`src/rtl/rsa_pkg.sv`:
```
// Shared types for the RSA exponentiation sequencer: FSM encoding, default
// operand widths and the operand vector type.
package rsa_pkg;

    localparam int WIDTH_DEF = 32;
    localparam int EXP_W_DEF = 32;

    typedef logic [WIDTH_DEF-1:0] operand_t;

    typedef enum logic [2:0] {
        S_IDLE,
        S_PREP_REQ,
        S_PREP_WAIT,
        S_SQR_REQ,
        S_SQR_WAIT,
        S_MUL_REQ,
        S_MUL_WAIT,
        S_FIN
    } modexp_state_t;

endpackage

```
`src/rtl/lead_one_det.sv`:
```
// Combinational priority encoder: index of the most significant set bit.
// Returns 0 for an all-zero input; callers screen that case themselves.
module lead_one_det #(
    parameter int IN_W  = 32,
    parameter int IDX_W = $clog2(IN_W)
) (
    input  logic [IN_W-1:0]  vec_i,
    output logic [IDX_W-1:0] idx_o
);

    always_comb begin
        idx_o = '0;
        for (int i = 0; i < IN_W; i++) begin
            if (vec_i[i]) begin
                idx_o = IDX_W'(i);
            end
        end
    end

endmodule

```
`src/rtl/modexp_ctrl.sv`:
```
// Left-to-right square-and-multiply sequencer computing base^exp mod modulus
// by driving an external shared modular multiplier over a start/done handshake.
module modexp_ctrl
    import rsa_pkg::*;
#(
    parameter int WIDTH = WIDTH_DEF,
    parameter int EXP_W = EXP_W_DEF
) (
    input  logic             clk,
    input  logic             rst_n,
    input  logic             start,
    input  logic [WIDTH-1:0] base,
    input  logic [EXP_W-1:0] exp,
    input  logic [WIDTH-1:0] modulus,
    output logic             busy,
    output logic             done,
    output logic             err,
    output logic [WIDTH-1:0] result,
    output logic             mul_start,
    output logic [WIDTH-1:0] mul_a,
    output logic [WIDTH-1:0] mul_b,
    output logic [WIDTH-1:0] mul_mod,
    input  logic             mul_done,
    input  logic [WIDTH-1:0] mul_result
);

    localparam int IDX_W = $clog2(EXP_W);

    modexp_state_t    state_q, state_d;
    logic [EXP_W-1:0] exp_q, exp_d;
    logic [WIDTH-1:0] mod_q, mod_d;
    logic [WIDTH-1:0] bred_q, bred_d;
    logic [WIDTH-1:0] acc_q, acc_d;
    logic [IDX_W-1:0] idx_q, idx_d;
    logic [WIDTH-1:0] mul_a_q, mul_a_d;
    logic [WIDTH-1:0] mul_b_q, mul_b_d;
    logic [WIDTH-1:0] result_q, result_d;
    logic             err_q, err_d;
    logic             busy_q, busy_d;
    logic             done_q, done_d;
    logic [IDX_W-1:0] lead_idx;
    logic             step_next;

    lead_one_det #(
        .IN_W  (EXP_W),
        .IDX_W (IDX_W)
    ) u_lead_one_det (
        .vec_i (exp),
        .idx_o (lead_idx)
    );

    always_comb begin
        state_d   = state_q;
        exp_d     = exp_q;
        mod_d     = mod_q;
        bred_d    = bred_q;
        acc_d     = acc_q;
        idx_d     = idx_q;
        mul_a_d   = mul_a_q;
        mul_b_d   = mul_b_q;
        result_d  = result_q;
        err_d     = err_q;
        busy_d    = busy_q;
        done_d    = 1'b0;
        step_next = 1'b0;
        mul_start = (state_q == S_PREP_REQ) || (state_q == S_SQR_REQ) ||
                    (state_q == S_MUL_REQ);

        case (state_q)
            S_IDLE: begin
                if (start) begin
                    busy_d = 1'b1;
                    err_d  = 1'b0;
                    exp_d  = exp;
                    mod_d  = modulus;
                    if (modulus == '0) begin
                        err_d   = 1'b1;
                        acc_d   = '0;
                        state_d = S_FIN;
                    end else if (exp == '0) begin
                        acc_d   = (modulus == WIDTH'(1)) ? '0 : WIDTH'(1);
                        state_d = S_FIN;
                    end else begin
                        // base*1 mod n reduces an oversized base before the loop
                        idx_d   = lead_idx;
                        mul_a_d = base;
                        mul_b_d = WIDTH'(1);
                        state_d = S_PREP_REQ;
                    end
                end
            end
            S_PREP_REQ, S_PREP_WAIT: begin
                if (mul_done) begin
                    bred_d    = mul_result;
                    acc_d     = mul_result;
                    step_next = 1'b1;
                end else if (state_q == S_PREP_REQ) begin
                    state_d = S_PREP_WAIT;
                end
            end
            S_SQR_REQ, S_SQR_WAIT: begin
                if (mul_done) begin
                    acc_d = mul_result;
                    if (exp_q[idx_q]) begin
                        mul_a_d = mul_result;
                        mul_b_d = bred_q;
                        state_d = S_MUL_REQ;
                    end else begin
                        step_next = 1'b1;
                    end
                end else if (state_q == S_SQR_REQ) begin
                    state_d = S_SQR_WAIT;
                end
            end
            S_MUL_REQ, S_MUL_WAIT: begin
                if (mul_done) begin
                    acc_d     = mul_result;
                    step_next = 1'b1;
                end else if (state_q == S_MUL_REQ) begin
                    state_d = S_MUL_WAIT;
                end
            end
            S_FIN: begin
                result_d = acc_q;
                done_d   = 1'b1;
                busy_d   = 1'b0;
                state_d  = S_IDLE;
            end
            default: state_d = S_IDLE;
        endcase

        // The fresh product is the next square's operand on both ports
        if (step_next) begin
            if (idx_q == '0) begin
                state_d = S_FIN;
            end else begin
                idx_d   = idx_q - IDX_W'(1);
                mul_a_d = mul_result;
                mul_b_d = mul_result;
                state_d = S_SQR_REQ;
            end
        end
    end

    always_ff @(posedge clk or negedge rst_n) begin
        if (!rst_n) begin
            state_q  <= S_IDLE;
            exp_q    <= '0;
            mod_q    <= '0;
            bred_q   <= '0;
            acc_q    <= '0;
            idx_q    <= '0;
            mul_a_q  <= '0;
            mul_b_q  <= '0;
            result_q <= '0;
            err_q    <= 1'b0;
            busy_q   <= 1'b0;
            done_q   <= 1'b0;
        end else begin
            state_q  <= state_d;
            exp_q    <= exp_d;
            mod_q    <= mod_d;
            bred_q   <= bred_d;
            acc_q    <= acc_d;
            idx_q    <= idx_d;
            mul_a_q  <= mul_a_d;
            mul_b_q  <= mul_b_d;
            result_q <= result_d;
            err_q    <= err_d;
            busy_q   <= busy_d;
            done_q   <= done_d;
        end
    end

    assign busy    = busy_q;
    assign done    = done_q;
    assign err     = err_q;
    assign result  = result_q;
    assign mul_a   = mul_a_q;
    assign mul_b   = mul_b_q;
    assign mul_mod = mod_q;

endmodule

```
`config.mk`:
```
export PLATFORM = sky130hd
export DESIGN_NAME = modexp_ctrl
export DESIGN_NICKNAME = d
export VERILOG_FILES = /design/src/rtl/rsa_pkg.sv /design/src/rtl/lead_one_det.sv /design/src/rtl/modexp_ctrl.sv
export SDC_FILE = /design/constraint.sdc
export NUM_CORES = 1
export LEC_CHECK = 0
export ABC_AREA = 1
export CORE_MARGIN = 3
export CORE_UTILIZATION = 25
export CTS_CLUSTER_SIZE = 40
export DETAILED_ROUTE_END_ITERATION = 16
export HOLD_SLACK_MARGIN = 0.08
export PLACE_DENSITY = 0.58
export REMOVE_ABC_BUFFERS = 1
export SYNTH_ARGS = -nofsm -noshare
export SYNTH_HDL_FRONTEND = slang
export SYNTH_SLANG_ARGS = --single-unit
```
`constraint.sdc`:
```
create_clock -name clk -period 1.99 [get_ports clk]
set_input_delay 0.2985 -clock clk [delete_from_list [all_inputs] [get_ports clk]]
set_output_delay 0.2985 -clock clk [all_outputs]
set_load 0.01 [all_outputs]
```
==> flow_summary.json, run 1 <==
{
  "power_frac_clock_pct": 17.8,
  "die_h_um": 214.4,
  "drcViolationCount": 0,
  "finalPower_uw": 30280,
  "grt_overflow": 0,
  "cts_buffers": 30,
  "status": "finished with violations",
  "hold_violations": 0,
  "power.internal_uw": 18150,
  "topRoutingLayerUsed": "met5",
  "max_freq_mhz": 414.5,
  "cts_tree": "yes",
  "netlist-cell-type-count": 34,
  "hold_class": "primary input to flip-flop",
  "syn_inst": 1281,
  "setup_ws_ns": -0.4228,
  "cts_sinks": 235,
  "drt-total-wl_mm": 41.34,
  "syn_area_um2": 10860,
  "crit_arrival_ns": 2.90,
  "rows": 75,
  "timing.final.crit_share_pct": 121.2,
  "start_kind": "flip-flop",
  "antenna_found_initial": 2,
  "drtIter0Drc": 686,
  "critPathMaxFanout": 14,
  "p_switching_uw": 12130,
  "final_layout_size_suffix_gt1_share_pct": 17.90,
  "start_util_pct": 25.61,
  "critical_path_required_ns": 2.47,
  "viasPerCell": 4.698,
  "final_antenna_net_count": 0,
  "grt_max_degree": 66,
  "die_area_um2": 45980,
  "place_area_um2": 15060,
  "syn_to_final_growth_pct": 58.43,
  "routed-wl-met2_mm": 19.68,
  "cts_htree_levels": 1,
  "final_util_pct": 40.57,
  "met3RoutedLength_mm": 2.343,
  "p_leak_uw": 0.007765,
  "final_nets": 1787,
  "seqPwrFrac_pct": 28.4,
  "dpl_worst_slack_ns": -0.7330,
  "swShare_pct": 40.06,
  "clockBufferDepth": 3,
  "grt_pass1_wl_mm": 61.78,
  "critPathKind": "flip-flop to flip-flop",
  "setup_tns_ns": -26.56,
  "reg2reg_depth": 14,
  "slew_headroom_pct": 62.25,
  "min_path_cells": 3,
  "p_comb_share_pct": 53.8,
  "finalMaxSlewViolations": 0,
  "synth_top_area_cell": "dfrtp_1",
  "clk_pin_slew_worst_paths_ns": 0.06,
  "worst_pin_slew_ns": 0.5663,
  "die_w_um": 214.4,
  "core_area_um2": 42420,
  "drtPass1Iterations": 5,
  "via_count": 10590,
  "worstSetupEndpointType": "flip-flop",
  "place.gp.congestion": 0.8170,
  "dpl.hpwl_mm": 25.83,
  "clockRootBuffer": "clkbuf_16",
  "ir_drop_mv": 0.8724,
  "routedWlPerCell_um": 18.34,
  "groute.usage.overall_pct": 16.75,
  "ys_ff_latch": 235,
  "finClkSkew_ns": 0.01790,
  "period_needed_ns": 2.413,
  "setup-violations-final": 71,
  "yosysWarnings": 0,
  "io_buffers": 263,
  "yosysTopAreaCellShare_pct": 54.14,
  "rsz0062_at_grt": "yes",
  "syn_avg_cell_area_um2": 8.479,
  "grt_pass1_vias": 10620,
  "final_area_um2": 17210,
  "ios": 264,
  "drv_cap": 0,
  "p_per_area_nw_per_um2": 1760,
  "violations": "negative setup slack",
  "ys_seq_area_share_pct": 54.14,
  "ys_top_cells_by_area": "dfrtp_1 (54%), nand2_1 (9.9%), o21ai_0 (8.1%), inv_1 (4.0%), a21oi_1 (3.2%)",
  "wl_met1_mm": 17.89,
  "clk_latency_ns": 0.57
}
[worst paths after layout]
check	slack [ns]	from	end
setup reg to reg	-0.42	idx_q[0]	mul_b[6]
max in group asynchronous	0.94	rst_n	exp_q[22]
setup / recovery	-0.42	idx_q[0]	mul_b[6]
min in group asynchronous	0.29	rst_n	result[16]
hold / removal	0.09	exp[4]	exp_q[4]
hold reg to reg	0.47	mul_mod[19]	mul_mod[19]
[cells in the mapped netlist]
cell / count
a211oi_1: 1
a21oi_1: 70
a21oi_2: 1
a221oi_2: 1
a22oi_1: 33
a31oi_1: 33
buf_1: 1
buf_2: 23
buf_4: 8
buf_6: 3
clkbuf_1: 47
dfrtp_1: 235
ha_1: 1
inv_1: 117
inv_2: 6
mux2_2: 1
nand2_1: 286
nand2_2: 1
nand3_1: 41
nand4_1: 2
nor2_1: 80
nor2_2: 1
nor3_1: 7
nor4_1: 11
o2111ai_1: 1
o211ai_1: 34
o21a_1: 32
o21ai_0: 176
o21ai_1: 14
o221ai_1: 4
o22ai_1: 4
o31ai_1: 4
xnor2_1: 1
xor2_1: 1
[layout by cell type, fill, tap and decap left out, types with 3 or more instances in the layout]
cell type          n
nand2_1          281
clkdlybuf4s50_1  239
dfrtp_1          234
o21ai_0          134
inv_1            112
buf_4             98
nor2_1            70
a21oi_1           47
nand3_1           38
clkbuf_16         36
o211ai_1          34
a31oi_1           32
a22oi_1           32
o21a_1            32
o21ai_1           28
buf_12            25
a21oi_2           24
o21ai_2           23
dlymetal6s2s_1    19
dlygate4sd3_1     11
clkbuf_1           9
buf_6              9
inv_2              8
clkbuf_8           8
nor4_2             7
buf_16             7
nor2_4             6
nor2_2             5
o21ai_4            5
nand2_2            4
nor3_1             4
o221ai_1           4
dlygate4sd2_1      4
nand3_2            3
clkinv_2           3
[power by group through the flow]
stage | Sequential, uW | Combinational, uW | Clock (uW)
2_1_floorplan | 8880 | 5870 | 0
3_3_place_gp | 8460 | 13300 | 0
3_5_place_dp | 8530 | 13500 | 0
4_1_cts | 8490 | 15000 | 5560
5_1_grt | 8890 | 17700 | 5750
6_report | 8600 | 16300 | 5390
[worst max-delay path, cell delays in order, from the launching register on]
cell,delay (ns)
dfrtp_1,0.41
inv_2,0.13
buf_12,0.14
nor2_2,0.04
o22ai_2,0.16
o21ai_1,0.09
o211ai_1,0.22
nand2_2,0.12
buf_6,0.13
nor2_4,0.19
buf_4,0.19
clkbuf_16,0.19
o21a_1,0.14
o21ai_2,0.05
a21oi_1,0.13
[cell type report]
| cell class | instances | area (um2) |
|---|---|---|
| diodes | 1 | 2.502 |
| clock buffers | 48 | 919.6 |
| clock inverters | 6 | 61.31 |
| fillers | 4210 | 25210 |
| inverters | 123 | 480.5 |
| multi-input cells | 841 | 4603 |
| flip-flops and latches | 235 | 5882 |
| well taps | 577 | 721.9 |
| repair buffers | 422 | 4531 |
| repair inverters | 1 | 6.256 |
[layer usage]
metal,global-route usage [%],vias to the layer above
li1,-,5079
met1,21.72,5115
met2,27.91,313
met3,3.628,81
met4,5.411,2
met5,0.1042,-
[state kept, by name, indices dropped and copies added (netlist names), 5 cells and up]
signal   count
exp_q       32
mul_mod     32
bred_q      32
mul_a       32
result      32
idx_q        5
mul_b       32
acc_q       32
[timing repair]
action                     4_1_cts  5_1_grt
setup endpoints to repair      100      106
hold endpoints to repair        57       10
hold buffers                     1       10
cloned                           8        7
setup buffers                   12        5
resized for setup               75      116
pin swaps                       16       28
[per-stage QoR]
stage,cells,hold slack (ns)
after CTS,2231,0.08839
after global placement,2157,0.3020
after detailed placement,2157,0.3119
after floorplan,1199,0.002909
final,2254,0.08534
after global routing,2254,0.08982
[kinds of logic (layout without fill, tap and decap cells)]
family	Yosys count	in the layout	synth area share (%)
compound gates	408	408	21.92
xor+xnor	2	2	0.1613
fa+ha+maj	1	1	0.1152
buf+inv	205	600	7.833
flops	235	235	54.14
mux	1	1	0.1037
other cells	0	1	0
simple gates	429	429	15.72
No activity file was read; power rests on OpenSTA's default activity.
==> run 2: changes to the inputs <==
ABC_AREA = 0   (was 1)
SLEW_MARGIN = 0   (was default)
==> run 2 against run 1 <==
Effect of this change:
- combinational power is 19% lower
- worst setup slack better by 0.025 ns
- highest routed layer unchanged
- worst hold slack got worse by 0.021 ns
- core utilization up 0.20 points
- power down 11%
- flip-flop and latch count is the same
- critical endpoint is now mul_a[20]
- first-iteration DRC count is 37% lower
- critical path depth decreased by 5
- non-clock buffer count grew 8
- the run still ends with negative setup slack left
==> flow_summary.json, run 2 <==
{
  "path_cells": "buf_12 -> mux2i_2 -> a22oi_1 -> nand2_2 -> o21ai_2 -> o31a_1 -> o211a_4 -> buf_12 -> a221o_1",
  "p_comb_share_pct": 49.1,
  "dpl.hpwl_mm": 24.00,
  "synth-edff-count": 0,
  "critPathMaxFanout": 18,
  "busiest_layer": "met2",
  "min_to": "mul_mod[24]",
  "post_layout_nonfiller_instances": 2007,
  "die_h_um": 210.6,
  "synth_common_cells": "nand2_1 (239), dfrtp_1 (235), o21ai_0 (94), nand3_1 (73), and2_1 (64)",
  "final_area_um2": 16760,
  "cts_buffers": 29,
  "cts_sinks": 235,
  "grt_use_met1_pct": 20.24,
  "crit_top_cell": "buf_12",
  "cts_htree_levels": 1,
  "clockRootBuffer": "clkbuf_16",
  "drtIter0Drc": 435,
  "timing.final.crit_share_pct": 120.0,
  "cpMaxStageDelayCell": "dfrtp_2",
  "grt_pass1_vias": 9433,
  "cp_top_family": "compound AO/OA/AOI/OAI gates",
  "clk_pin_slew_worst_paths_ns": 0.06,
  "multiInputGateArea_um2": 4496,
  "setup_ws_ns": -0.3976,
  "worst_pin_slew_ns": 0.8550,
  "clockBufferDepth": 3,
  "p_leak_uw": 0.007948,
  "die_w_um": 210.6,
  "yosysTopAreaCellShare_pct": 56.20,
  "max_freq_mhz": 418.8,
  "hold_class": "primary input to flip-flop",
  "final_util_pct": 40.77,
  "place.gp.congestion": 0.8201,
  "via_count": 9324,
  "reg2reg_from": "idx_q[1]",
  "synth_top_area_cell": "dfrtp_1",
  "power_frac_clock_pct": 20.2,
  "critPathKind": "flip-flop to flip-flop",
  "drcViolationCount": 0,
  "final_nets": 1585,
  "cts_tree": "yes",
  "period_needed_ns": 2.388,
  "drv_cap": 0,
  "ios": 264,
  "cp_slowest_stage_delay_ns": 0.42,
  "seqPwrFrac_pct": 30.6,
  "final_layout_size_suffix_gt1_share_pct": 19.80,
  "ys_top_cells_by_area": "dfrtp_1 (56%), nand2_1 (8.6%), mux2i_1 (4.6%), o21ai_0 (4.5%), and2_1 (3.8%)",
  "final_antenna_net_count": 0,
  "slew_headroom_pct": 42.87,
  "grtUsageMet3_pct": 3.944,
  "core_area_um2": 41110,
  "rsz0062_at_grt": "yes",
  "seqCellArea_um2": 5882,
  "power.internal_uw": 17310,
  "syn_to_final_growth_pct": 60.18,
  "viasPerCell": 4.646,
  "clk_latency_ns": 0.55,
  "hold_start": "modulus[24]",
  "p_per_area_nw_per_um2": 1604,
  "worstSetupEndpointType": "flip-flop",
  "groute.usage.overall_pct": 15.10,
  "syn_area_um2": 10460,
  "final_common_cell": "nand2_1",
  "drtPass1Iterations": 5,
  "routedWlPerCell_um": 17.94,
  "yosysWarnings": 0,
  "rows": 74,
  "crit_arrival_ns": 2.81,
  "finClkSkew_ns": 0.01019,
  "synth.most_common_cell": "nand2_1",
  "r2r_end": "mul_a[20]",
  "io_buffers": 263,
  "ir_drop_mv": 0.7508,
  "min_path_cells": 3,
  "hold_violations": 0,
  "syn_avg_cell_area_um2": 9.881,
  "drt-total-wl_mm": 36.01,
  "grt_overflow": 0,
  "status": "finished with violations",
  "setup-violations-final": 71,
  "grtUsageMet2_pct": 24.87,
  "synthFlopType": "dfrtp_1",
  "fillCellCount": 3935,
  "finalMaxSlewViolations": 0,
  "syn_inst": 1059,
  "diodes": 0,
  "start_util_pct": 25.45,
  "swShare_pct": 35.60,
  "reg2reg_depth": 9,
  "critical_path_required_ns": 2.42,
  "grt_pass1_wl_mm": 53.90,
  "ys_seq_area_share_pct": 56.20,
  "path_buf_inv": 2,
  "dp.cells": 1909,
  "ys_ff_latch": 235,
  "die_area_um2": 44350,
  "final_cell_mix": "nand2_1 (235), dfrtp_1 (234), clkdlybuf4s50_1 (211)",
  "violations": "negative setup slack",
  "ff2ff_setup_slack_ns": -0.40,
  "place_area_um2": 14700,
  "p_switching_uw": 9572,
  "async_reset_ff_share_pct": 100.0,
  "netlist-cell-type-count": 50,
  "antenna_found_initial": 3,
  "grt_max_degree": 74,
  "start_kind": "flip-flop"
}
run 2: cell types whose count changed after synthesis, moves of 28 or more:
cell	previous run	this run
a21oi_1	70	14
a221o_1	0	33
a22oi_1	33	5
a31oi_1	33	2
and2_1	0	64
inv_1	117	43
mux2_2	1	33
mux2i_1	0	48
nand2_1	286	239
nand3_1	41	73
nor2_1	80	22
o211ai_1	34	0
o21a_1	32	0
o21ai_0	176	94
run 2: worst max-delay path by stage:
| stage | startpoint | end | slack [ns] | cells after the start |
|---|---|---|---|---|
| after floorplan | idx_q[1] | mul_a[0] | -2.41 | 7 |
| after global placement | modulus[5] | acc_q[0] | -0.92 | 8 |
| after detailed placement | modulus[5] | acc_q[12] | -0.95 | 10 |
| after CTS | idx_q[1] | mul_a[20] | -0.38 | 10 |
| after global routing | idx_q[1] | mul_a[15] | -0.47 | 10 |
| final | idx_q[1] | mul_a[20] | -0.40 | 9 |
run 2: timing repair:
action | CTS | global route
setup buffers | 7 | 8
setup endpoints to repair | 104 | 104
gates cloned | 2 | 8
hold buffers | 1 | 21
hold endpoints to repair | 235 | 21
gates resized for setup | 20 | 124
pin swaps | 6 | 26
run 2: cell type report:
class | instances | area share [%]
Clock buffer | 40 | 4.815
Multi-Input combinational cell | 713 | 26.82
Timing Repair Buffer | 430 | 27.25
Clock inverter | 14 | 1.090
Inverter | 43 | 0.9630
Sequential cell | 235 | 35.09
Tap cell | 532 | 3.971
run 2: logic make-up (layout without fill, tap and decap cells):
logic type                 after synthesis  count (layout)  share of synthesized area, %
AOI/OAI and AO/OA                      184             184                         11.52
xor gates and xnor gates                 3               3                        0.2512
adders and majority gates                1               1                        0.1196
buffers and inverters                  111             527                         4.472
DFF                                    235             235                         56.20
muxes                                   81              81                         8.143
and+or+nand+nor                        444             444                         19.30
run 2: power groups by stage:
stage | logic (uW) | registers [uW] | clock network [uW]
2_1_floorplan | 4800 | 8690 | 0
3_3_place_gp | 11600 | 8120 | 0
3_5_place_dp | 11800 | 8210 | 0
4_1_cts | 12500 | 8210 | 5620
5_1_grt | 14300 | 8540 | 5820
6_report | 13200 | 8230 | 5440
run 2: worst register-to-register path, delay by kind of cell (launching register included):
family,cells,cell delay (ns)
flops,1,0.42
simple gates,1,0.09
mux,1,0.25
compound gates,5,1.19
buf+inv,2,0.31
run 2: layer usage:
layer  vias to the layer above  part of all wire, %
li1                       4414                    -
met1                      4562                   44
met2                       284                   47
met3                        58                  6.8
met4                         6                  2.1
met5                         -                 0.12
run 2: stage by stage:
stage          setup TNS, ns  hold slack [ns]  setup slack (ns)  power, uW
6_report              -21.98          0.06464           -0.3976      26890
5_1_grt               -28.38           0.1012           -0.4715      28710
4_1_cts               -34.12           0.1855           -0.3830      26290
3_5_place_dp          -92.98           0.1877           -0.9539      20030
3_3_place_gp          -89.11           0.1880           -0.9240      19740
2_1_floorplan        -215.14         0.002909            -2.412      13490
==> run 3: changes to the inputs <==
SYNTH_HIERARCHICAL = 1   (was default)
==> run 3 against run 2 <==
Effect of this change:
- register-to-register slack lost 0.20 ns
- critical endpoint is now mul_b[17]
- core utilization shrank 0.068 points
- routed wire length grew 6.1%
- synthesized cell count shrank 1.4%
- cell area grew 0.51%
- the run still ends with negative setup slack left
- largest cell class unchanged
==> flow_summary.json, run 3 <==
{
  "viasPerCell": 4.681,
  "seqCellArea_um2": 5881,
  "synth-edff-count": 0,
  "grt_overflow": 0,
  "ios": 264,
  "syn_avg_cell_area_um2": 10.17,
  "p_per_area_nw_per_um2": 1621,
  "synthFlopType": "dfrtp_1",
  "critPathMaxFanout": 9,
  "via_count": 9381,
  "drv_cap": 0,
  "grt_max_degree": 67,
  "clockBufferDepth": 3,
  "hold_class": "primary input to flip-flop",
  "final_layout_size_suffix_gt1_share_pct": 24.59,
  "drtPass1Iterations": 5,
  "dpl.hpwl_mm": 25.18,
  "max_freq_mhz": 385.8,
  "setup_ws_ns": -0.6019,
  "routedWlPerCell_um": 19.07,
  "final_antenna_net_count": 0,
  "groute.usage.overall_pct": 15.39,
  "dp.cells": 1913,
  "setup_tns_ns": -37.94,
  "worst_pin_slew_ns": 0.6940,
  "cts_sinks": 235,
  "drt-total-wl_mm": 38.21,
  "crit_arrival_ns": 3.02,
  "critPathKind": "flip-flop to flip-flop",
  "p_leak_uw": 0.007730,
  "critical_path_required_ns": 2.42,
  "die_area_um2": 44970,
  "rsz0062_at_grt": "yes",
  "syn_to_final_growth_pct": 58.70,
  "ys_ff_latch": 235,
  "finalMaxSlewViolations": 0,
  "async_reset_ff_share_pct": 100.0,
  "cts_buffers": 27,
  "drcViolationCount": 0,
  "ys_top_cells_by_area": "dfrtp_1 (55%), nand2_1 (12%), mux2_2 (9.1%), o2bb2ai_1 (2.6%), a22oi_1 (2.3%)",
  "setup-violations-final": 71,
  "finClkSkew_ns": 0.01432,
  "start_kind": "flip-flop",
  "status": "finished with violations",
  "clk_pin_slew_worst_paths_ns": 0.06,
  "ir_drop_mv": 0.6360,
  "io_buffers": 263,
  "clockRootBuffer": "clkbuf_16",
  "period_needed_ns": 2.592,
  "diodes": 0,
  "yosysTopAreaCellShare_pct": 55.40,
  "final_common_cell": "nand2_1",
  "synth_top_area_cell": "dfrtp_1",
  "syn_inst": 1044,
  "netlist-cell-type-count": 63,
  "die_h_um": 212.1,
  "ys_seq_area_share_pct": 55.40,
  "start_util_pct": 25.65,
  "core_area_um2": 41390,
  "clk_latency_ns": 0.55,
  "final_cell_mix": "nand2_1 (333), dfrtp_1 (235), clkdlybuf4s50_1 (230)",
  "worstSetupEndpointType": "flip-flop",
  "violations": "negative setup slack",
  "antenna_found_initial": 1,
  "cts_tree": "yes",
  "grt_pass1_vias": 9453,
  "die_w_um": 212.1,
  "fillCellCount": 3962,
  "timing.final.crit_share_pct": 130.2,
  "cts_htree_levels": 1,
  "hold_violations": 0,
  "rows": 74,
  "slew_headroom_pct": 53.74,
  "final_nets": 1586,
  "synth.most_common_cell": "nand2_1",
  "drtIter0Drc": 481,
  "place.gp.congestion": 0.8307,
  "syn_area_um2": 10620,
  "grt_pass1_wl_mm": 54.62,
  "yosysWarnings": 6,
  "synth_common_cells": "nand2_1 (336), dfrtp_1 (235), mux2_2 (86), o21ai_0 (49), clkbuf_1 (40)",
  "post_layout_nonfiller_instances": 2004,
  "finalPower_uw": 27320,
  "multiInputGateArea_um2": 4747
}
[run 3: cell count changes after synthesis, sizes merged, moves of 5 or more]
cell	before	now
mux2i	48	12
nor2	23	35
clkbuf	48	40
nor4	15	20
o21ai	104	73
and2	64	4
a221o	33	3
o2bb2ai	0	32
a22oi	5	33
mux2	33	96
nand3	73	5
nand2	240	337
inv	43	12
[run 3: cell families after synthesis]
family / count (synthesis) / synth area share (%)
buf+inv: 75 / 3.253
simple gates: 440 / 17.40
mux: 111 / 11.95
flops: 235 / 55.40
xor+xnor: 2 / 0.1650
compound gates: 180 / 11.72
fa+ha+maj: 1 / 0.1179
[run 3: final timing paths]
check,from,to,slack [ns],cells past startpoint
setup reg to reg,idx_q[1],mul_b[17],-0.60,12
min in group asynchronous,rst_n,mul_mod[18],0.29,2
hold reg to reg,exp_q[18],exp_q[18],0.47,2
setup / recovery,idx_q[1],mul_b[17],-0.60,12
hold / removal,modulus[20],mul_mod[20],0.06,3
max in group asynchronous,rst_n,exp_q[21],1.03,3
[run 3: stage by stage]
stage | utilization (%) | setup WS [ns] | cell area (um2) | hold WS (ns)
after floorplan | - | -3.351 | 10310 | 0.002909
after global placement | 36.09 | -0.9364 | 14940 | 0.2602
after detailed placement | 36.09 | -0.8638 | 14940 | 0.2681
after CTS | 39.07 | -0.6205 | 16170 | 0.1653
after global routing | 40.70 | -0.6726 | 16850 | 0.09090
final | 40.70 | -0.6019 | 16850 | 0.06439
[run 3: critical path: stages (launching register included)]
cell	delay (ns)
dfrtp_1	0.40
buf_12	0.15
mux2i_1	0.15
a221o_1	0.36
o22a_1	0.24
buf_4	0.16
a41oi_4	0.16
buf_12	0.16
buf_4	0.13
buf_16	0.11
buf_4	0.11
o21ai_1	0.06
mux2_2	0.26
[run 3: layout make-up]
class / instances / area share, %
sequential: 235 / 34.91
multi-input combinational: 735 / 28.18
timing repair buffer: 442 / 27.06
clock buffer: 35 / 4.545
tap: 532 / 3.951
clock inverter: 13 / 1.092
inverter: 12 / 0.2674
[run 3: per-layer routing]
metal | global-route usage, % | wire (um)
met5 | 0 | 0
met4 | 5.035 | 1132
met3 | 2.331 | 1808
met2 | 26.40 | 18810
met1 | 19.98 | 16470
[run 3: repair_timing]
item | in CTS | in global routing
hold buffers | 1 | 17
pin swaps | 4 | 18
resized for setup | 36 | 83
gates cloned | 2 | 11
setup endpoints to repair | 130 | 109
setup buffers | 7 | 5
hold endpoints to repair | 73 | 17
[run 3: power breakdown]
group / total (uW) / leakage (uW) / switching [uW] / internal [uW]
sequential: 8320 / 0.00291 / 1260 / 7070
combinational: 13700 / 0.00435 / 6480 / 7210
clock: 5300 / 0.000476 / 2060 / 3230
